`src/rtl/linebuf_pkg.sv`:
```
// linebuf_pkg: shared state codes and bank identifiers for the line buffer controller
package linebuf_pkg;
  typedef enum logic [1:0] {B_EMPTY = 2'd0, B_WRITING = 2'd1, B_FULL = 2'd2, B_READING = 2'd3} bank_st_e;
  typedef enum logic [1:0] {W_IDLE, W_ACTIVE, W_DROP} wr_st_e;
  typedef enum logic [1:0] {R_IDLE, R_ACTIVE, R_STARVE} rd_st_e;
  localparam logic BANK1 = 1'b0;
  localparam logic BANK2 = 1'b1;
endpackage

```
`src/rtl/linebuf_bank_fsm.sv`:
```
// linebuf_bank_fsm: ownership state and stored line length of one SRAM bank
module linebuf_bank_fsm
  import linebuf_pkg::*;
#(
  parameter int LW = 7
) (
  input  logic          clk,
  input  logic          rst,
  input  logic          wr_claim_i,
  input  logic          wr_done_i,
  input  logic [LW-1:0] wr_len_i,
  input  logic          rd_claim_i,
  input  logic          rd_done_i,
  output bank_st_e      st_o,
  output logic [LW-1:0] len_o
);
  bank_st_e      st_q, st_d;
  logic [LW-1:0] len_q, len_d;
  // next state: each pulse only acts in the state that owns it
  always_comb begin
    st_d  = st_q;
    len_d = len_q;
    if (st_q == B_EMPTY && wr_claim_i) st_d = B_WRITING;
    else if (st_q == B_WRITING && wr_done_i) begin
      st_d  = B_FULL;
      len_d = wr_len_i;
    end
    else if (st_q == B_FULL && rd_claim_i) st_d = B_READING;
    else if (st_q == B_READING && rd_done_i) st_d = B_EMPTY;
  end
  // state register
  always_ff @(posedge clk) begin
    if (rst) begin
      st_q  <= B_EMPTY;
      len_q <= '0;
    end else begin
      st_q  <= st_d;
      len_q <= len_d;
    end
  end
  assign st_o  = st_q;
  assign len_o = len_q;
endmodule

```
`src/rtl/linebuf_bank_ctrl.sv`:
```
// linebuf_bank_ctrl: ping-pong writer/reader steering across two single-port line SRAMs
module linebuf_bank_ctrl
  import linebuf_pkg::*;
#(
  parameter int ADDR_WIDTH = 6,
  parameter int DATA_WIDTH = 30,
  parameter int CNT_WIDTH  = 8
) (
  input  logic                  clk,
  input  logic                  rst,
  input  logic                  i_clr_err,
  input  logic                  i_wr_sol,
  input  logic                  i_wr_en,
  input  logic [DATA_WIDTH-1:0] i_wr_data,
  input  logic                  i_wr_eol,
  input  logic                  i_rd_sol,
  input  logic                  i_rd_en,
  input  logic                  i_rd_eol,
  output logic                  o_cs1,
  output logic                  o_cs2,
  output logic                  o_we1,
  output logic                  o_we2,
  output logic [ADDR_WIDTH-1:0] o_addr1,
  output logic [ADDR_WIDTH-1:0] o_addr2,
  output logic [DATA_WIDTH-1:0] o_din1,
  output logic [DATA_WIDTH-1:0] o_din2,
  output logic                  o_rd_valid,
  output logic                  o_sel,
  output logic [3:0]            o_bank_st,
  output logic [CNT_WIDTH-1:0]  o_ovf_cnt,
  output logic [CNT_WIDTH-1:0]  o_udf_cnt
);
  localparam int LW = ADDR_WIDTH + 1;
  wr_st_e               w_q, w_d;
  rd_st_e               r_q, r_d;
  logic                 wr_ptr_q, wr_ptr_d, rd_ptr_q, rd_ptr_d;
  logic [LW-1:0]        waddr_q, waddr_d, raddr_q, raddr_d;
  logic [CNT_WIDTH-1:0] ovf_q, ovf_d, udf_q, udf_d;
  logic                 vld_q, sel_q;
  bank_st_e             bst [2];
  logic [LW-1:0]        blen [2];
  logic                 wr_go, wr_drop, wr_end, wbeat, rd_go, rd_starve, rd_end, rbeat;
  logic [LW-1:0]        wbase, rbase, rlen;
  // a sol while active restarts the same bank; otherwise the owned bank must be free
  assign wr_go     = i_wr_sol && (w_q == W_ACTIVE || bst[wr_ptr_q] == B_EMPTY);
  assign wr_drop   = i_wr_sol && !wr_go;
  assign wr_end    = w_q == W_ACTIVE && !i_wr_sol && i_wr_eol;
  assign wbase     = i_wr_sol ? '0 : waddr_q;
  assign wbeat     = (wr_go || (w_q == W_ACTIVE && !i_wr_sol)) && i_wr_en && !wbase[ADDR_WIDTH];
  assign rd_go     = i_rd_sol && (r_q == R_ACTIVE || bst[rd_ptr_q] == B_FULL);
  assign rd_starve = i_rd_sol && !rd_go;
  assign rd_end    = r_q == R_ACTIVE && !i_rd_sol && i_rd_eol;
  assign rbase     = i_rd_sol ? '0 : raddr_q;
  assign rlen      = blen[rd_ptr_q];
  assign rbeat     = (rd_go || (r_q == R_ACTIVE && !i_rd_sol)) && i_rd_en && rbase < rlen;
  for (genvar b = 0; b < 2; b++) begin : g_bank
    linebuf_bank_fsm #(.LW(LW)) u_bank (
      .clk        (clk),
      .rst        (rst),
      .wr_claim_i (wr_go && wr_ptr_q == b[0]),
      .wr_done_i  (wr_end && wr_ptr_q == b[0]),
      .wr_len_i   (waddr_d),
      .rd_claim_i (rd_go && rd_ptr_q == b[0]),
      .rd_done_i  (rd_end && rd_ptr_q == b[0]),
      .st_o       (bst[b]),
      .len_o      (blen[b])
    );
  end
  // writer/reader next state, pointers, address counters and saturating error counters
  always_comb begin
    w_d      = wr_go ? W_ACTIVE : wr_drop ? W_DROP : wr_end ? W_IDLE : w_q;
    wr_ptr_d = wr_end ? ~wr_ptr_q : wr_ptr_q;
    waddr_d  = wbase + LW'(wbeat);
    r_d      = rd_go ? R_ACTIVE : rd_starve ? R_STARVE : (i_rd_eol && r_q != R_IDLE) ? R_IDLE : r_q;
    rd_ptr_d = rd_end ? ~rd_ptr_q : rd_ptr_q;
    raddr_d  = rbase + LW'(rbeat);
    ovf_d    = i_clr_err ? '0 : (wr_drop && ~&ovf_q) ? ovf_q + CNT_WIDTH'(1) : ovf_q;
    udf_d    = i_clr_err ? '0 : (rd_starve && ~&udf_q) ? udf_q + CNT_WIDTH'(1) : udf_q;
  end
  // control registers and read-valid pipeline
  always_ff @(posedge clk) begin
    if (rst) begin
      w_q      <= W_IDLE;
      r_q      <= R_IDLE;
      wr_ptr_q <= BANK1;
      rd_ptr_q <= BANK1;
      waddr_q  <= '0;
      raddr_q  <= '0;
      ovf_q    <= '0;
      udf_q    <= '0;
      vld_q    <= 1'b0;
      sel_q    <= BANK1;
    end else begin
      w_q      <= w_d;
      r_q      <= r_d;
      wr_ptr_q <= wr_ptr_d;
      rd_ptr_q <= rd_ptr_d;
      waddr_q  <= waddr_d;
      raddr_q  <= raddr_d;
      ovf_q    <= ovf_d;
      udf_q    <= udf_d;
      vld_q    <= rbeat;
      sel_q    <= rbeat ? rd_ptr_q : sel_q;
    end
  end
  // port steering: unused lanes stay at zero so the two banks can be OR-combined
  always_comb begin
    o_we1   = wbeat && wr_ptr_q == BANK1;
    o_we2   = wbeat && wr_ptr_q == BANK2;
    o_cs1   = o_we1 || (rbeat && rd_ptr_q == BANK1);
    o_cs2   = o_we2 || (rbeat && rd_ptr_q == BANK2);
    o_addr1 = o_we1 ? wbase[ADDR_WIDTH-1:0] : o_cs1 ? rbase[ADDR_WIDTH-1:0] : '0;
    o_addr2 = o_we2 ? wbase[ADDR_WIDTH-1:0] : o_cs2 ? rbase[ADDR_WIDTH-1:0] : '0;
    o_din1  = o_we1 ? i_wr_data : '0;
    o_din2  = o_we2 ? i_wr_data : '0;
  end
  assign o_rd_valid = vld_q;
  assign o_sel      = sel_q;
  assign o_bank_st  = {bst[1], bst[0]};
  assign o_ovf_cnt  = ovf_q;
  assign o_udf_cnt  = udf_q;
endmodule

```
`config.mk`:
```
export PLATFORM = sky130hd
export DESIGN_NAME = linebuf_bank_ctrl
export DESIGN_NICKNAME = d
export VERILOG_FILES = /design/src/rtl/linebuf_pkg.sv /design/src/rtl/linebuf_bank_fsm.sv /design/src/rtl/linebuf_bank_ctrl.sv
export SDC_FILE = /design/constraint.sdc
export NUM_CORES = 1
export LEC_CHECK = 0
export ABC_CLOCK_PERIOD_IN_PS = 3300
export CAP_MARGIN = 20
export CORE_ASPECT_RATIO = 0.8
export CORE_MARGIN = 4
export CORE_UTILIZATION = 40
export CTS_CLUSTER_DIAMETER = 150
export DETAILED_ROUTE_END_ITERATION = 7
export PLACE_DENSITY = 0.74
export SLEW_MARGIN = 20
export SYNTH_ARGS = -nofsm -noshare
export SYNTH_HDL_FRONTEND = slang
export SYNTH_SLANG_ARGS = --single-unit
```
`constraint.sdc`:
```
create_clock -name clk -period 3.3 [get_ports clk]
set_input_delay 0.66 -clock clk [delete_from_list [all_inputs] [get_ports clk]]
set_output_delay 0.66 -clock clk [all_outputs]
set_load 0.01 [all_outputs]
```
* After elaboration in Yosys (flattened, before gate mapping) *
Index checks and enable logic that the tools add are counted.

cells by class
  $add $sub $neg = 4
  magnitude comparators = 3
  equality and inequality tests = 9
  muxes and demuxes = 31
  bitwise gates (word level) = 6
  reduce and logical (&&, ||, !) cells = 69

operators with widths
  cell                                                      number
  2-to-1 mux 30 bit                                         2
  logical AND 1 bit                                         35
  2-to-1 mux 7 bit                                          5
  2-to-1 mux 2 bit                                          16
  2-to-1 mux 6 bit                                          4
  adder 8 x 1 -> 8 bit, second input constant               2
  AND reduction 8 bit                                       2
  adder 7 x 1 -> 7 bit                                      2
  nonzero test 3 bit                                        4
  == test 2 bit, second input constant                      5
  OR reduction 2 bit                                        5
  == test 2 x 1 -> 1 bit, second input constant             4
  nonzero test 4 bit                                        2
  zero test 1 bit                                           7
  less-than comparator 7 bit                                1
  zero test 2 bit                                           3
  logical OR 1 bit                                          6
  nonzero test 2 bit                                        3
  greater-or-equal comparator 2 bit, second input constant  2
  2-to-1 mux 1 bit                                          4
  inverter 1 bit                                            4
  inverter 1 -> 2 bit                                       2
  AND reduction 2 bit                                       2

storage, ports and cells
  register bits = 56
  input port bits = 39
  logic and storage cells = 140

* Logic depth before layout (Yosys ltp) *
Gate-level depths: netlist (run 1).

  depth after elaboration = 14
  mapped depth = 16
  depth with buffers taken out = 13

* Modules after synthesis *
A second synthesis (run 1) with hierarchy kept.

second synthesis, totals
  cells, all modules = 433
  area total of the unflattened synthesis = 3568.4 um2

modules (own cells, without submodules)
  module             instances  cells each  area an instance (um2)  seq. area each (um2)
  linebuf_bank_ctrl  1          353         2727.6                  760.7
  linebuf_bank_fsm   2          40          420.4                   180.2

* Least setup slack after synthesis (run 1) *
Ideal clock, no wire load.

  kind = flip-flop to flip-flop
  from = register rd_ptr_q
  to = register raddr_q[6]
  setup time = 78 ps
  arrival time = 3152 ps
  required time = 3222 ps
  setup slack = 70 ps
  cell stages (with the launch flop) = 17
  clock period less this slack = 3230 ps
  cells stage by stage = dfxtp_1 clkbuf_1 clkbuf_1 mux2i_1 ha_1 o21a_1 o31a_1 o2111ai_1 nand2_2 buf_6 inv_1 ha_1 ha_1 and3_1 nand3_1 xor2_1 nor3_1

on the way
  cells in the longest elaborated chain, start to end = 11

ends and longest elaborated chain
  what                                                                                RTL line                                          RTL
  start, declared                                                                     linebuf_bank_ctrl.sv:36                           logic wr_ptr_q, wr_ptr_d, rd_ptr_q, rd_ptr_d;
  start signal, assigned                                                              linebuf_bank_ctrl.sv:97                           rd_ptr_q <= rd_ptr_d;
  inverter 1 -> 2 bit (not written as such) (*)                                       linebuf_bank_ctrl.sv:50, linebuf_bank_ctrl.sv:54
  parallel branches: the longest is 8 deep, another holds less-than comparator 7 bit  --
  logical AND 1 bit (*)                                                               linebuf_bank_ctrl.sv:55                           assign rbeat = (rd_go || (r_q == R_ACTIVE && !i_rd_sol)) && i_rd_en && rbase < rlen;
  named net rbeat                                                                     linebuf_bank_ctrl.sv:42                           logic wr_go, wr_drop, wr_end, wbeat, rd_go, rd_starve, rd_end, rbeat;
  adder 7 x 1 -> 7 bit (*)                                                            linebuf_bank_ctrl.sv:76                           raddr_d = rbase + LW'(rbeat);
  end signal, assigned                                                                linebuf_bank_ctrl.sv:99                           raddr_q <= raddr_d;
  end, declared                                                                       linebuf_bank_ctrl.sv:37                           logic [LW-1:0] waddr_q, waddr_d, raddr_q, raddr_d;

Mark *: on every way through the listed nets, which the timed path passes. The select of a mux whose other input is x is not followed.
A chain may end at the register's enable or synchronous reset.

* Final worst setup path (run 1) *
  from = register rd_ptr_q
  to = output port o_addr1[0]

on the way
  cells in the longest elaborated chain, start to end = 14

ends and longest elaborated chain
  what                                                                                 RTL line                  RTL
  parallel branches: the longest is 10 deep, another holds less-than comparator 7 bit  --
  logical AND 1 bit (*)                                                                linebuf_bank_ctrl.sv:110  o_cs1 = o_we1 || (rbeat && rd_ptr_q == BANK1);
  logical OR 1 bit (*)                                                                 linebuf_bank_ctrl.sv:110
  2-to-1 mux 6 bit (*) (2 in series)                                                   linebuf_bank_ctrl.sv:112  o_addr1 = o_we1 ? wbase[ADDR_WIDTH-1:0] : o_cs1 ? rbase[ADDR_WIDTH-1:0] : '0;
  end, declared                                                                        linebuf_bank_ctrl.sv:23   output logic [ADDR_WIDTH-1:0] o_addr1,

Mark *: on every way between the ends. The select of a mux whose other input is x is not followed.

==> impl_results.md, run 1 <==
* Req. time, crit path at 2.64 ns
* Hold Crit Depth at 2
* CTS tree: built
* Predominant post-synthesis flop cell: dfxtp_1
* Max Cap Viol at 0
* DRT Pass-1 Iters at 4
* Worst hold start: r_q[1]
* Synth cell types at 53
* Post-synth top area cell: dfxtp_1
* Fillcell total at 693
* Clock sinks at 56
* Final core occ at 66.0%
* Final Total Pwr at 0.00142 W
* Vias in the first global route at 3356
* Antenna cells at 0
* Crit. End Element: output pin
* Worst slew margin at 51.7%
* First-pass GRT wire length at 17800 um
* CP Class: reg -> out
* Hold EP: r_q[1]
* Chip height at 90.7 um
* Num CTS Buffers at 5
* Final Max Slew Viols at 0
* LEAKAGE at 2.16 nW
* Rows at 29
* Post-DRT Antenna Nets at 0
* Fmax at 0.312 GHz
* Worst clock skew at 0.0123 ns
* IO Count at 137
* Synthesis Warnings at 0
* CP Launch Type: flip-flop
* Number of port buffers at 136
* Worst Tran Pin Value at 0.719 ns
* Post-Route WL at 11500 um
* Setup TNS at 0 ns
* Synth Cell Area at 3420 sq um
* Largest net degree at the start of global routing at 42
* Crit path max fanout at 7
* GRT Util Overall at 21.4%
* Mapped Cells at 414
* Net count after synthesis at 464
* Hold_ws at 0.477 ns
* Clock Path Buffers at 2
* CP arrival at 2.54 ns
* Reg2reg path depth at 17
* Initial antenna violation count at 0
* Die Area at 10100 sq um
* Nets at 625
* Clk_lat worst skew at 0.31 ns
* Reg2reg setup slack at 0.15 ns
* Post-synth ARST share at 0%
* Drt via density at 5.18
* DR WL/cell at 16.8 um
* Seq cells post-synth at 56
* Post-synthesis sequential area ratio at 32.8%
* Area contributors post-synth: dfxtp_1 33%, and2_1 11%, mux2i_1 5.9%
* Status: completed
* Period Utilization, post-route at 97.0%
* DRC at 0
* CTS H-tree lvls at 2
* DRT iter0 DRCs at 232
* Setup-failing EPs final at 0
* Yosys top cell area share at 32.8%
* Die X at 111 um
* HPWL Detailed at 8660 um
* FF-to-FF End: raddr_q[6]
* Critical R2R Launch: rd_ptr_q
* Power density over the cells at 265 nW/um^2
* Worst-path clk slew at 0.10 ns
* Synthesis-to-layout area growth at 56.9%
* Overflow after GRT at 0
* Tmin final at 3.20 ns
* Share of layout cells above drive strength 1 at 14.6%
* CP startpoint: rd_ptr_q
* Syn Area/Cell at 8.26 sq um
* Final Hold Viols at 0
* Detailed-route via count at 3543
* Core area at 8130 sq um
* Hold WC Path Type: reg -> reg
* VDD IR max at 0.200 mV
* Number of flops mapped to enable cells by yosys at 0
* Post-cts hold buffer count at 0
* CTS Root Cell: clkbuf_8
* GP Congestion at 0.893
* Starting Density at 42.1%
metrics by stage:
stage	setup slack, ns	std cells	instance area, sq um
after global placement	-0.477	663	5020
after global routing	-0.00670	684	5360
after detailed placement	-0.644	663	5020
final	0.0988	684	5360
after floorplan	0.0704	414	3420
after CTS	-0.154	677	5160
what timing repair did:
action	4_1_cts	5_1_grt
setup buffers	5	6
gates resized for setup	70	33
endpoints found under the setup margin	77	71
hold endpoints to repair	0	0
gates cloned	1	1
pin swaps	4	8
state kept, by name, indices dropped and copies added (netlist names):
register / cells
g_bank.u_bank.len_o: 14
g_bank.u_bank.st_o: 4
o_ovf_cnt: 8
o_rd_valid: 1
o_sel: 1
o_udf_cnt: 8
r_q: 2
raddr_q: 7
rd_ptr_q: 1
w_q: 2
waddr_q: 7
wr_ptr_q: 1
synth_stat cells, types with 3 or more instances:
| master | instances |
|---|---|
| nor2_1 | 46 |
| or3_1 | 3 |
| nand4_1 | 5 |
| nor2b_1 | 19 |
| nor3_1 | 13 |
| buf_6 | 4 |
| nand3_1 | 24 |
| and2_1 | 61 |
| buf_1 | 3 |
| ha_1 | 11 |
| a21oi_1 | 12 |
| clkbuf_1 | 8 |
| a211oi_1 | 7 |
| mux2i_1 | 20 |
| xnor2_1 | 18 |
| dfxtp_1 | 56 |
| and3_1 | 3 |
| o21ai_1 | 4 |
| nand2b_1 | 8 |
| buf_2 | 5 |
| nor4_1 | 5 |
| xor2_1 | 5 |
| nand2_1 | 16 |
| inv_1 | 7 |
| o21ai_0 | 11 |
worst max-delay path, stage by stage (launching register included):
cell             delay (ns)
dfxtp_4                0.41
buf_4                  0.17
buf_4                  0.15
or3b_4                 0.40
a21boi_4               0.18
o2111a_2               0.22
buf_4                  0.12
nand2_4                0.07
buf_4                  0.15
o2bb2ai_2              0.12
clkdlybuf4s15_2        0.24
power breakdown:
part	leakage, nW	internal (W)	switching (W)
sequential	0.453	0.000684	0.00000897
clock	0.0558	0.000230	0.000232
combinational	1.65	0.000136	0.000128
total	2.16	0.00105	0.000369
layer usage:
metal | part of all wire (%) | track usage (%)
met1 | 46 | 28.6
met2 | 46 | 35.2
met3 | 6.1 | 4.49
met4 | 1.9 | 5.57
met5 | 0 | 0
cell type report:
class / instances / area (sq um) / share of cell area [%]
timing repair buffer: 176 / 1660 / 31.0
inverter: 9 / 35.0 / 0.653
multi-input combinational: 327 / 2300 / 42.8
clock inverter: 2 / 38.8 / 0.723
tap: 108 / 135 / 2.52
clock buffer: 6 / 72.6 / 1.35
sequential: 56 / 1120 / 21.0
cells in the final DEF (no fill, tap or decap), types with 6 or more instances in the layout:
master and n:
inv_1 6, nor2_1 46, mux2i_1 16, nor3_1 12, ha_1 8, clkdlybuf4s50_1 85
nand2b_1 8, a21oi_1 12, nand3_1 23, buf_4 34, nor2b_1 17, xnor2_1 18
and2_1 60, dlygate4sd2_1 44, nand2_1 16, dfxtp_1 55, o21ai_0 11, a211oi_1 7
cell families after synthesis:
kind of cell | share of synthesized area, %
compound gates | 10.1
xor+xnor | 5.89
fa+ha+maj | 4.03
buf+inv | 4.79
flops | 32.8
mux | 5.86
simple gates | 36.5
worst max path at each step:
stage / end / slack [ns] / depth (start not counted)
finish: o_addr1[0] / 0.1 / 10
global route: raddr_q[6] / -0.007 / 17
global placement: o_addr1[4] / -0.48 / 9
detailed placement: o_addr1[3] / -0.64 / 9
floorplan: raddr_q[6] / 0.07 / 16
CTS: o_addr2[2] / -0.15 / 8
No activity file was read; power rests on OpenSTA's default activity.
==> run 2, diff against run 1 <==
--- a/config.mk
+++ b/config.mk
@@ -9,10 +9,10 @@
 export CAP_MARGIN = 20
 export CORE_ASPECT_RATIO = 0.8
 export CORE_MARGIN = 4
-export CORE_UTILIZATION = 40
+export CORE_UTILIZATION = 35
 export CTS_CLUSTER_DIAMETER = 150
 export DETAILED_ROUTE_END_ITERATION = 7
-export PLACE_DENSITY = 0.74
+export PLACE_DENSITY = 0.66
 export SLEW_MARGIN = 20
 export SYNTH_ARGS = -nofsm -noshare
 export SYNTH_HDL_FRONTEND = slang
==> impl_results.md, run 2 (same netlist as run 1, synthesis figures left out) <==
* Status: completed
* P_sw at 0.000355 W (-3.6%)
* Power density over the cells at 273 nW/um^2 (+3.2%)
* Max Cap Viol at 0 (unchanged)
* Met3 routed WL at 614 um (-13%)
* Setup TNS at 0 ns (unchanged)
* Die Area at 11400 sq um (+13%)
* Starting Density at 36.9% (-5.2 points)
* DP Area at 5070 sq um (+1.1%)
* Fillcell total at 877 (+27%)
* Synthesis-to-layout area growth at 55.5%
* Overflow after GRT at 0 (unchanged)
* Clock sinks at 56 (unchanged)
* HPWL Detailed at 8140 um (-5.9%)
* First-pass GRT wire length at 17100 um (-4.2%)
* Drt via density at 4.92 (-5.1%)
* Final Max Slew Viols at 0 (unchanged)
* CTS H-tree lvls at 2 (unchanged)
* Chip height at 96.4 um (+6.3%)
* Final instance area at 5320 sq um (-0.89%)
* Period Utilization, post-route at 95.2% (-1.8 points)
* Worst Tran Pin Value at 0.732 ns (+0.0128 ns)
* Largest net degree at the start of global routing at 42 (unchanged)
* Commonest cells after routing, fill and taps aside: 68 x clkdlybuf4s50_1, 63 x dlygate4sd2_1, 61 x and2_1
* DR WL/cell at 15.1 um (-10%)
* CTS tree: built
* Rows at 31 (+6.9%)
* Reg2reg setup slack at 0.42 ns (+0.27 ns)
* Die X at 118 um (+6.4%)
* Metal2 WL at 4750 um (-11%)
* Number of port buffers at 136 (unchanged)
* Nets at 631 (+0.96%)
* Hold WC Path Type: reg -> reg
* Final Hold Viols at 0 (unchanged)
* GRT Util Overall at 18.1% (-3.3 points)
* DRC at 0 (unchanged)
* Tmin final at 3.14 ns (-0.0604 ns)
* Detailed-route via count at 3421 (-3.4%)
* Setup-failing EPs final at 0 (unchanged)
* Share of layout cells above drive strength 1 at 12.9% (-1.7 points)
* Req. time, crit path at 2.64 ns (about the same)
* VDD IR max at 0.198 mV (-1.0%)
* Clock Path Buffers at 2 (unchanged)
* Clock Power Share at 34.4% (+1.9 points)
* CP Launch Type: input pin
* Worst-path clk slew at 0.07 ns (-0.03 ns)
* LEAKAGE at 2.28 nW (+6.0%)
* Core area at 9270 sq um (+14%)
* Crit path max fanout at 8 (+1)
* Most common cell after layout, fill and taps aside: clkdlybuf4s50_1
* Int Pwr at 0.00110 W (+4.4%)
* Crit. End Element: output pin
* Post-DRT Antenna Nets at 0 (unchanged)
* CP arrival at 2.48 ns (-0.06 ns)
* Sw Ratio at 24.5% (-1.5 points)
* Fmax at 0.318 GHz (+1.9%)
* Max Used Layer: met4
* Sequential share of power at 47.7% (-1.1 points)
* DRT iter0 DRCs at 192 (-17%)
* DRT Pass-1 Iters at 4 (unchanged)
* Worst clock skew at 0.00569 ns (-0.00663 ns)
* Post-Route WL at 10500 um (-8.5%)
* Logic pwr share at 17.9% (-0.7 points)
* Vias in the first global route at 3335 (-0.63%)
* IO Count at 137 (unchanged)
* CP Class: in -> out
* Met1 WL at 5090 um (-3.0%)
* CTS Root Cell: clkbuf_16
* Clk_lat worst skew at 0.29 ns (-0.02 ns)
* Antenna cells at 0 (unchanged)
* Initial antenna violation count at 0 (unchanged)
* GP Congestion at 0.804 (-10%)
* Max reg flops at 14 (unchanged)
* Worst slew margin at 50.8% (-0.86 points)
* Num CTS Buffers at 5 (unchanged)
## run 2: timing repair
item	CTS	global route
pin swaps	3	3
setup buffers	8	3
gates cloned	1	1
setup endpoints to repair	78	52
resized for setup	82	13
hold buffers	0	0
## run 2: final timing paths
| check | startpoint | end | cells past startpoint |
|---|---|---|---|
| setup / recovery | i_rd_sol | o_addr2[0] | 10 |
| hold / removal | r_q[1] | r_q[1] | 2 |
| setup reg to reg | rd_ptr_q | raddr_q[6] | 15 |
| hold reg to reg | r_q[1] | r_q[1] | 2 |
## run 2: power groups by stage
stage | logic [W] | clock network, W | registers (W)
after floorplan | 0.000125 | 0 | 0.000708
after global placement | 0.000268 | 0 | 0.000708
after detailed placement | 0.000271 | 0 | 0.000708
after CTS | 0.000257 | 0.000515 | 0.000693
after global routing | 0.000284 | 0.000548 | 0.000694
final | 0.000260 | 0.000499 | 0.000693
## run 2: worst max-delay path, cell delays in order
cell and delay (ns):
buf_2 0.20, nor2b_2 0.07, ha_1 0.30, and2_1 0.19, o211ai_1 0.11, o2111a_2 0.27, buf_4 0.12, nand4_1 0.09
o21ai_0 0.16, dlygate4sd2_1 0.30
## run 2: through the flow
stage	power [W]	worst slack, ns	util [%]	hold WS (ns)	instances
after floorplan	0.000833	0.0704	-	0.445	414
after global placement	0.000976	-0.515	54.7	0.457	676
after detailed placement	0.000979	-0.604	54.7	0.459	676
after CTS	0.00146	-0.192	56.6	0.468	692
after global routing	0.00153	-0.00921	57.3	0.492	696
final	0.00145	0.159	57.3	0.465	696
## run 2: metal layers
layer | global-route usage, % | vias up
li1 | - | 1757
met1 | 25.2 | 1556
met2 | 29.4 | 104
met3 | 4.25 | 4
met4 | 3.09 | 0
met5 | 0 | -
## run 2: final cells by class
type                    count  area (sq um)  area share (%)
multi-input cells         327          2200            41.4
repair buffers            182          1680            31.5
flip-flops and latches     56          1120            21.2
well taps                 115           144            2.71
clock buffers               6           129            2.42
inverters                   9          35.0           0.659
clock inverters             1          5.00          0.0942
==> run 3, diff against run 2 <==
--- a/config.mk
+++ b/config.mk
@@ -11,6 +11,7 @@
 export CORE_MARGIN = 4
 export CORE_UTILIZATION = 35
 export CTS_CLUSTER_DIAMETER = 150
+export CTS_CLUSTER_SIZE = 25
 export DETAILED_ROUTE_END_ITERATION = 7
 export PLACE_DENSITY = 0.66
 export SLEW_MARGIN = 20
==> results of run 3 <==
Final layout, timing and power as in run 2 (identical DEF).
